### src/rtl/tvp5147_config_sequencer.sv
// Power-up / re-init sequencer for the TVP5147M1: walks a {sub_addr, data} table and
// pushes each entry through the I2C master, with optional read-back verify and retries.
module tvp5147_config_sequencer #(
  parameter int unsigned NUM_REGS       = 32,
  parameter logic [7:0]  SLAVE_ADDR     = 8'hB8,
  parameter int unsigned STARTUP_DELAY  = 1_000_000,
  parameter int unsigned TIMEOUT_CYCLES = 65_535,
  parameter int unsigned MAX_RETRIES    = 3,
  parameter bit          VERIFY         = 1'b1
) (
  input  logic        clk,
  input  logic        rst_n,
  input  logic        cfg_start,
  output logic [7:0]  rom_addr,
  input  logic [15:0] rom_data,
  output logic        i2c_start,
  output logic        i2c_rw,
  output logic [7:0]  i2c_slave_addr,
  output logic [7:0]  i2c_sub_addr,
  output logic [7:0]  i2c_data_in,
  input  logic [7:0]  i2c_data_out,
  input  logic        i2c_busy,
  input  logic        i2c_ack_error,
  output logic        cfg_busy,
  output logic        cfg_done,
  output logic        cfg_error,
  output logic [7:0]  err_index
);

  localparam logic [7:0]  LAST_IDX  = 8'(NUM_REGS - 1);
  localparam logic [31:0] DLY_LAST  = 32'((STARTUP_DELAY  == 0) ? 0 : STARTUP_DELAY  - 1);
  localparam logic [31:0] TMO_LAST  = 32'((TIMEOUT_CYCLES == 0) ? 0 : TIMEOUT_CYCLES - 1);
  localparam logic [7:0]  RETRY_MAX = 8'(MAX_RETRIES);

  typedef enum logic [3:0] {
    IDLE, WAIT_PWR, FETCH, LATCH, REQ, WAIT_LO, CHECK, NEXT, DONE, FAIL
  } state_t;

  state_t      state_q, state_d;
  logic [31:0] cnt_q, cnt_d;
  logic [7:0]  idx_q, idx_d;
  logic [7:0]  retry_q, retry_d;
  logic [7:0]  sub_q, sub_d;
  logic [7:0]  dat_q, dat_d;
  logic [7:0]  eidx_q, eidx_d;
  logic        phase_q, phase_d;   // 0: write pass, 1: read-back pass
  logic        start_q, start_d;
  logic        busy_q, busy_d;
  logic        done_q, done_d;
  logic        err_q, err_d;
  logic        fail_att;

  always_ff @(posedge clk or negedge rst_n) begin
    if (!rst_n) begin
      state_q <= WAIT_PWR;
      cnt_q   <= '0;
      idx_q   <= '0;
      retry_q <= '0;
      sub_q   <= '0;
      dat_q   <= '0;
      eidx_q  <= '0;
      phase_q <= 1'b0;
      start_q <= 1'b0;
      busy_q  <= 1'b0;
      done_q  <= 1'b0;
      err_q   <= 1'b0;
    end else begin
      state_q <= state_d;
      cnt_q   <= cnt_d;
      idx_q   <= idx_d;
      retry_q <= retry_d;
      sub_q   <= sub_d;
      dat_q   <= dat_d;
      eidx_q  <= eidx_d;
      phase_q <= phase_d;
      start_q <= start_d;
      busy_q  <= busy_d;
      done_q  <= done_d;
      err_q   <= err_d;
    end
  end

  // cnt_q serves both the startup delay and the per-phase timeouts; it is
  // cleared on entry to every phase so each wait gets its own full budget.
  always_comb begin
    state_d  = state_q;
    cnt_d    = cnt_q;
    idx_d    = idx_q;
    retry_d  = retry_q;
    sub_d    = sub_q;
    dat_d    = dat_q;
    eidx_d   = eidx_q;
    phase_d  = phase_q;
    start_d  = start_q;
    done_d   = done_q;
    err_d    = err_q;
    fail_att = 1'b0;
    case (state_q)
      IDLE, DONE, FAIL: begin
        if (cfg_start) begin
          state_d = WAIT_PWR;
          cnt_d   = '0;
          done_d  = 1'b0;
          err_d   = 1'b0;
          eidx_d  = '0;
          idx_d   = '0;
          retry_d = '0;
          phase_d = 1'b0;
        end
      end
      WAIT_PWR: begin
        if (cnt_q >= DLY_LAST) begin
          state_d = FETCH;
          cnt_d   = '0;
        end else cnt_d = cnt_q + 32'd1;
      end
      FETCH: state_d = LATCH;
      LATCH: begin
        sub_d   = rom_data[15:8];
        dat_d   = rom_data[7:0];
        phase_d = 1'b0;
        cnt_d   = '0;
        state_d = REQ;
      end
      REQ: begin
        // Only raise start once the master is idle, then hold it until busy is seen.
        if (start_q && i2c_busy) begin
          start_d = 1'b0;
          cnt_d   = '0;
          state_d = WAIT_LO;
        end else if (cnt_q >= TMO_LAST) begin
          fail_att = 1'b1;
        end else begin
          cnt_d = cnt_q + 32'd1;
          if (!i2c_busy) start_d = 1'b1;
        end
      end
      WAIT_LO: begin
        if (!i2c_busy)              state_d  = CHECK;
        else if (cnt_q >= TMO_LAST) fail_att = 1'b1;
        else                        cnt_d    = cnt_q + 32'd1;
      end
      CHECK: begin
        if (!phase_q) begin
          if (i2c_ack_error)  fail_att = 1'b1;
          else if (VERIFY) begin
            phase_d = 1'b1;
            cnt_d   = '0;
            state_d = REQ;
          end else state_d = NEXT;
        end else if (!i2c_ack_error && (i2c_data_out == dat_q)) state_d = NEXT;
        else fail_att = 1'b1;
      end
      NEXT: begin
        retry_d = '0;
        phase_d = 1'b0;
        if (idx_q >= LAST_IDX) begin
          state_d = DONE;
          done_d  = 1'b1;
        end else begin
          idx_d   = idx_q + 8'd1;
          state_d = FETCH;
        end
      end
      default: state_d = IDLE;
    endcase

    if (fail_att) begin
      start_d = 1'b0;
      cnt_d   = '0;
      phase_d = 1'b0;
      if (retry_q < RETRY_MAX) begin
        retry_d = retry_q + 8'd1;
        state_d = REQ;
      end else begin
        eidx_d  = idx_q;
        err_d   = 1'b1;
        state_d = FAIL;
      end
    end
  end

  assign busy_d = !(state_d inside {IDLE, DONE, FAIL});

  assign rom_addr       = idx_q;
  assign i2c_start      = start_q;
  assign i2c_rw         = phase_q;
  assign i2c_slave_addr = SLAVE_ADDR;
  assign i2c_sub_addr   = sub_q;
  assign i2c_data_in    = dat_q;
  assign cfg_busy       = busy_q;
  assign cfg_done       = done_q;
  assign cfg_error      = err_q;
  assign err_index      = eidx_q;

endmodule

### config.mk
export PLATFORM = sky130hd
export DESIGN_NAME = tvp5147_config_sequencer
export DESIGN_NICKNAME = d
export VERILOG_FILES = /design/src/rtl/tvp5147_config_sequencer.sv
export SDC_FILE = /design/constraint.sdc
export NUM_CORES = 1
export LEC_CHECK = 0
export CAP_MARGIN = 20
export CORE_ASPECT_RATIO = 0.6
export CORE_MARGIN = 4
export CORE_UTILIZATION = 40
export CTS_CLUSTER_DIAMETER = 30
export CTS_CLUSTER_SIZE = 25
export DETAILED_ROUTE_END_ITERATION = 8
export GPL_ROUTABILITY_DRIVEN = 0
export SYNTH_ARGS = -nofsm -noshare
export SYNTH_HDL_FRONTEND = slang
export SYNTH_SLANG_ARGS = --single-unit
### constraint.sdc
create_clock -name clk -period 2.9 [get_ports clk]
set_clock_uncertainty 0.2 [all_clocks]
set_input_delay 0.29 -clock clk [delete_from_list [all_inputs] [get_ports clk]]
set_output_delay 0.29 -clock clk [all_outputs]
set_load 0.05 [all_outputs]
==> impl_results.md, run 1 <==
* Met2 wire length at between 3 and 4 mm
* Core area at 10000 sq um
* Post-DP HPWL at 7.08 mm
* First-pass GRT wire length at around 16 mm
* Iteration-0 DRC Markers at 148
* Clock Path Buffers at 2
* Die Y at 87.3 um
* Initial Util at 41.8%
* TritonCTS clock tree: yes
* Period utilization at 90.4%
* RSZ-0062 raised after global routing: false
* Ys async rst share at 100%
* Die area at 12200 sq um
* Synth area leader: dfrtp_1
* Worst-Margin Slew at about 640 ps
* Crit-path max cell delay at 540 ps
* Required @ worst endpoint at 2980 ps
* Synthesis-to-finish area growth at 25.5%
* Buffers and inverters on the worst path at 0
* Final Max Tran Viols at 0
* Antenna diodes at 0
* Via Count at 3133
* Final min period at roughly 2600 ps
* Pleak at 2.44 nW
* Main synth FF type: dfrtp_1
* Site Rows at 28
* Share of layout cells above drive strength 1 at 14.8%
* Drt wl/cell at 16.2 um
* Final nets at ~500
* H-tree levels at 3
* Largest net degree at the start of global routing at 52
* Die X at 140 um
* Port bufs at 65
* Routed Antenna Nets at 0
* Status: finished, final reports clean
* Top Family by Delay on Critical Path: compound AO/OA/AOI/OAI gates
* Total Power at 0.00288 W
* Internal at 0.00206 W
* Switching part of the total at 28.6%
* Setup TNS at 0 ps
* Post-route cell area at between 5000 and 6000 sq um
* Slowest CP cell: a2111oi_4
* Metal-1 WL at 5.37 mm
* Vias in the first global route at 3091
* Comb pwr share at 16.8%
* Max layer used: met4
* Cell breakdown of the critical path: nor3_1 > nor3_2 > a2111oi_4 > o21bai_2 > nor3_1 > o22a_1
* Overall routing resource usage at 17.0%
* Net switching power at about 0.00082 W
* Post-Syn Area at 4190 sq um
* Number of enable flip-flop cells after synthesis at 0
* Final hold slack at 279 ps
* Crit Path Class: reg2reg
* CTS sink cnt at 81
* Initial antenna violation count at 0
* Netlist cell types at 67
* Clk pwr share at about two fifths
* Grt ovf at 0
* CP Launch Type: flop
* Synthesis Warnings at 0
* Top-area cell type share of the netlist area at 47.8%
* Num CTS Buffers at 9
* Syn_area_per_cell at 10.7 sq um
* Power per cell area at 548 nW/um^2
* Seq/Total Area, Yosys at between 40% and 50%
* Worst-Skew Late Latency at 340 ps
* Worst Path Max Fanout at 14
* Worst min-delay path class: reg2reg
* Clock slew at reported path FFs at around 60 ps
* Final setup fails at 0
* Post-DP Area at 4950 sq um
* Drt first pass iters at 4
* Drc violations at 0
* # IOs at 74
* Synth Instances at 391
* Slew HR at 57.0%
* Critical path arrival at 2700 ps
* Seq cells post-synth at 81
* Crit path capture type: flop
* Root buf cell: clkbuf_16
* Avg Vias per Cell at 5.22
* Seq pwr share at between 40% and 50%
* Critical path's most frequent cell: nor3_1
* Total wire length at 9.74 mm
* Peak VDD IR at ~0.39 mV
* Synth top area cells: dfrtp_1, mux2_2, and2_1, nand2_1, a21oi_1
* Fmax at 381 MHz
* # Max-Cap Violations at 0
* Met3 Wirelength at 636 um
* Final hold violation count at 0
## flip-flops by register name (all words and copies together) (netlist names)
| signal | flops |
|---|---|
| cnt_q | 32 |
| err_index | 8 |
| i2c_data_in | 8 |
| i2c_sub_addr | 8 |
| retry_q | 8 |
| rom_addr | 8 |
| state_q | 4 |
| cfg_busy | 1 |
| cfg_done | 1 |
| cfg_error | 1 |
| i2c_rw | 1 |
| i2c_start | 1 |
## cells in the mapped netlist, drive strengths merged, types with 3 or more instances
cell type  count
buf           17
a31oi          8
mux2          17
a31o           4
and3           6
nand4         11
dfrtp         80
clkbuf         5
and2          21
nor3          13
a21o           8
nand2b         7
ha             4
o21ai         18
o211ai         5
mux2i         10
xnor2         10
a211oi         4
o21a           3
nor4           9
a41oi          6
nand3          8
a21oi         21
nand2         30
inv           16
nor2          21
## through the flow
stage,utilization [%],setup WS [ps],std cells
6_report,52.5,278,600
5_1_grt,52.5,140,600
4_1_cts,52.5,318,600
3_5_place_dp,49.4,338,584
3_3_place_gp,49.4,361,584
2_1_floorplan,-,530,397
## cells in the final DEF (no fill, tap or decap), types with 3 or more instances in the layout
cell and n:
and2_1 21, nand3_1 8, nor4_2 3, clkbuf_16 9
dfrtp_1 80, nand4_1 10, nor4_4 3, nor3_2 3
o21a_1 3, o21ai_0 15, xnor2_1 10, a31oi_1 7
mux2_2 17, ha_1 4, buf_4 10, conb_1 8
a21oi_1 21, a41oi_1 6, nor3_1 10, a31o_1 3
inv_1 16, a211oi_1 4, mux2i_1 10, and3_1 5
a21o_1 8, nor4_1 3, nor2_1 21, clkdlybuf4s50_1 64
nand2_1 29, nand2b_1 7
## layout make-up
class                      instances  area [sq um]
fill                             918          4760
clock buffer                      10           239
inverter                          16          60.1
timing repair buffer              75           726
clock inverter                     5          56.3
tap                              135           169
sequential                        81          2030
multi-input combinational        278          1980
## worst reg2reg max path, stage by stage, from the launching register on
cell and delay (ps):
dfrtp_1 520, nor3_1 430, nor3_2 110, a2111oi_4 540
o21bai_2 320, nor3_1 280, o22a_1 170
## per-layer routing
metal	up-vias	global-route usage [%]
met4	0	4.75
met1	1499	25.9
li1	1551	-
met5	-	0
met3	6	6.31
met2	77	22.4
## what timing repair did
action | in CTS | in global routing
resized for setup | 0 | 0
hold buffers | 1 | 0
setup buffers | 0 | 0
hold endpoints to repair | 48 | 0
## kinds of logic (layout without fill, tap and decap cells)
| kind of cell | after synthesis | in the layout | share of synthesized area (%) |
|---|---|---|---|
| and+or+nand+nor | 138 | 138 | 20.0 |
| AOI/OAI and AO/OA | 90 | 90 | 16.1 |
| DFF | 81 | 81 | 48.4 |
| buffers and inverters | 38 | 106 | 4.90 |
| muxes | 27 | 27 | 6.96 |
| xor gates and xnor gates | 11 | 11 | 2.30 |
| adders and majority gates | 4 | 4 | 1.19 |
| other | 2 | 8 | 0.179 |
## final timing paths
| check | start | slack (ps) | depth (start not counted) | end |
|---|---|---|---|---|
| max in group asynchronous | rst_n | 1480 | 3 | cnt_q[12]$_DFFE_PN0P_ |
| worst max-delay path | cnt_q[10]$_DFFE_PN0P_ | 280 | 6 | cnt_q[7]$_DFFE_PN0P_ |
| worst max register to register | cnt_q[10]$_DFFE_PN0P_ | 280 | 6 | cnt_q[7]$_DFFE_PN0P_ |
| min in group asynchronous | rst_n | 310 | 2 | err_index[3]$_DFF_PN0_ |
| worst min-delay path | cfg_error$_DFF_PN0_ | 280 | 2 | cfg_error$_DFF_PN0_ |
| worst min register to register | cfg_error$_DFF_PN0_ | 280 | 2 | cfg_error$_DFF_PN0_ |
## power groups by stage
stage               Sequential (W)  Combinational, W  Clock (W)
floorplan                  0.00131          0.000289          0
global placement           0.00128          0.000471          0
detailed placement         0.00128          0.000480          0
CTS                        0.00126          0.000484    0.00116
global route               0.00127          0.000530    0.00121
finish                     0.00126          0.000484    0.00113
(Power assumes the default switching activity.)
==> run 2, diff against run 1 <==
CORE_UTILIZATION = 45   (was 40)
PLACE_DENSITY = 0.7   (was default)
SLEW_MARGIN = 15   (was default)
==> impl_results.md, run 2 (synthesis results as in run 1) <==
* Status: finished, final reports clean
* Setup TNS at 0 ps
* Final hold violation count at 0
* Die Y at ~83 um
* First-pass GRT wire length at 16.2 mm
* # Max-Cap Violations at 0
* Initial antenna violation count at 0
* Gates resized, CTS repair at 0
* Total Power at 0.00290 W
* Initial Util at 47.7%
* Slew HR at 58.3%
* Synthesis-to-finish area growth at 26.1%
* Grt ovf at 0
* Clk pwr share at 39.7%
* Worst-Margin Slew at 625 ps
* # IOs at between 70 and 80
* Most common cell after layout, fill and taps aside: dfrtp_1
* Share of layout cells above drive strength 1 at 15.9%
* Worst-Skew Late Latency at 340 ps
* Die X at 133 um
* Max reg flops at 32
* Site Rows at 26
* Total wire length at 9.71 mm
* Final Max Tran Viols at 0
* Fmax at 382 MHz
* Worst Path Max Fanout at 14
* RSZ-0062 raised after global routing: false
* Routed Antenna Nets at 0
* H-tree levels at 3
* CTS sink cnt at 81
* Placed cell count at 566
* Drc violations at 0
* Crit Path Class: reg2reg
* Clock slew at reported path FFs at 60 ps
* Non-filler cells, final at between 500 and 600
* Required @ worst endpoint at 2930 ps
* Peak VDD IR at between 0.5 and 0.6 mV
* Final hold slack at 262 ps
* Capturing point of the worst reg2reg path: cnt_q[3]$_DFFE_PN0P_
* Post-DP HPWL at 7.14 mm
* Comb pwr share at 16.7%
* Pleak at 2.46 nW
* Die area at 11000 sq um
* Reg2reg start: cnt_q[13]$_DFFE_PN0P_
* Final nets at 499
* Largest net degree at the start of global routing at 45
* Biggest register: cnt_q
* Final setup fails at 0
* Overall routing resource usage at 18.9%
* Reg2reg setup slack at 280 ps
* Port bufs at between 60 and 70
* Worst min-delay path class: in2async
* Most frequent cells in the layout: dfrtp_1, clkdlybuf4s50_1, nand2_1
* Via Count at 3262
* Avg Vias per Cell at 5.60
* Critical path arrival at 2650 ps
* Crit path capture: cnt_q[3]$_DFFE_PN0P_
* Core area at 8780 sq um
* Internal at 0.00205 W
* Power per cell area at ~550 nW/um^2
* Clock Path Buffers at 2
* Worst r2r path cells at 6
* Final min period at approximately 2600 ps
* Drt first pass iters at 5
* Drt wl/cell at 16.7 um
* Num CTS Buffers at 9
* Antenna diodes at 0
* Net switching power at about 0.00085 W
* Switching part of the total at 29.4%
* Root buf cell: clkbuf_16
* Period utilization at between 90 and 100%
* CP Launch Type: flop
* Critical path launch point: cnt_q[13]$_DFFE_PN0P_
* Iteration-0 DRC Markers at just over 200
* Seq pwr share at a little over two fifths
* TritonCTS clock tree: yes
* Vias in the first global route at 3097
* Crit path capture type: flop
==> run 2: worst max-delay path, stage by stage (launching register included) <==
cell	delay [ps]
dfrtp_1	440
or4b_1	570
nor3_2	190
a2111oi_4	130
o21bai_2	550
o21ai_0	220
a21o_1	200
==> run 2: layout make-up <==
class                      count  area [sq um]
sequential                    81          2030
multi-input combinational    278          1980
inverter                      16          60.1
tap                          112           140
fill                         737          3500
clock buffer                   9           225
clock inverter                 7          76.3
timing repair buffer          80           776
==> run 2: worst min-delay path by stage <==
stage | from | to | slack (ps)
after floorplan | rst_n | cfg_busy$_DFF_PN0_ | -210
after global placement | rst_n | err_index[3]$_DFF_PN0_ | 90
after detailed placement | rst_n | err_index[3]$_DFF_PN0_ | 90
after CTS | rst_n | cfg_error$_DFF_PN0_ | 270
after global routing | rst_n | err_index[3]$_DFF_PN0_ | 310
final | rst_n | err_index[3]$_DFF_PN0_ | 260
==> run 2: per-layer routing <==
layer	vias up	part of all wire (%)	GRT usage, %	wire length, um
met4	0	1.2	5.50	117
met1	1563	50	27.7	4840
li1	1557	-	-	-
met5	-	0	0	0
met3	12	10	7.69	971
met2	130	39	25.3	3780
==> run 2: what timing repair did <==
action,4_1_cts,5_1_grt
endpoints found under the hold margin,37,0
endpoints found under the setup margin,0,0
hold buffers,1,0
buffers inserted,0,0
==> run 2: per-stage QoR <==
step | cell area, sq um | util (%) | setup slack (ps)
floorplan | 4210 | - | 530
CTS | 5280 | 60.2 | 314
global placement | 4970 | 56.6 | 405
global route | 5280 | 60.2 | 107
detailed placement | 4970 | 56.6 | 336
finish | 5280 | 60.2 | 284
==> run 2: power by group through the flow <==
| stage | Combinational [W] | Clock [W] | Sequential [W] |
|---|---|---|---|
| after floorplan | 0.000289 | 0 | 0.00131 |
| after global placement | 0.000473 | 0 | 0.00127 |
| after detailed placement | 0.000481 | 0 | 0.00128 |
| after CTS | 0.000485 | 0.00118 | 0.00126 |
| after global routing | 0.000536 | 0.00123 | 0.00127 |
| final | 0.000486 | 0.00115 | 0.00127 |
==> run 3, diff against run 2 <==
--- a/constraint.sdc
+++ b/constraint.sdc
@@ -4,2 +4,2 @@
 set_output_delay 0.29 -clock clk [all_outputs]
-set_load 0.05 [all_outputs]
+set_load 0.01 [all_outputs]
==> results of run 3 <==
The final DEF is identical to that of run 2. Status: finished, final reports clean.
Main changes from that run: total power 0.00290 W -> 0.00284 W
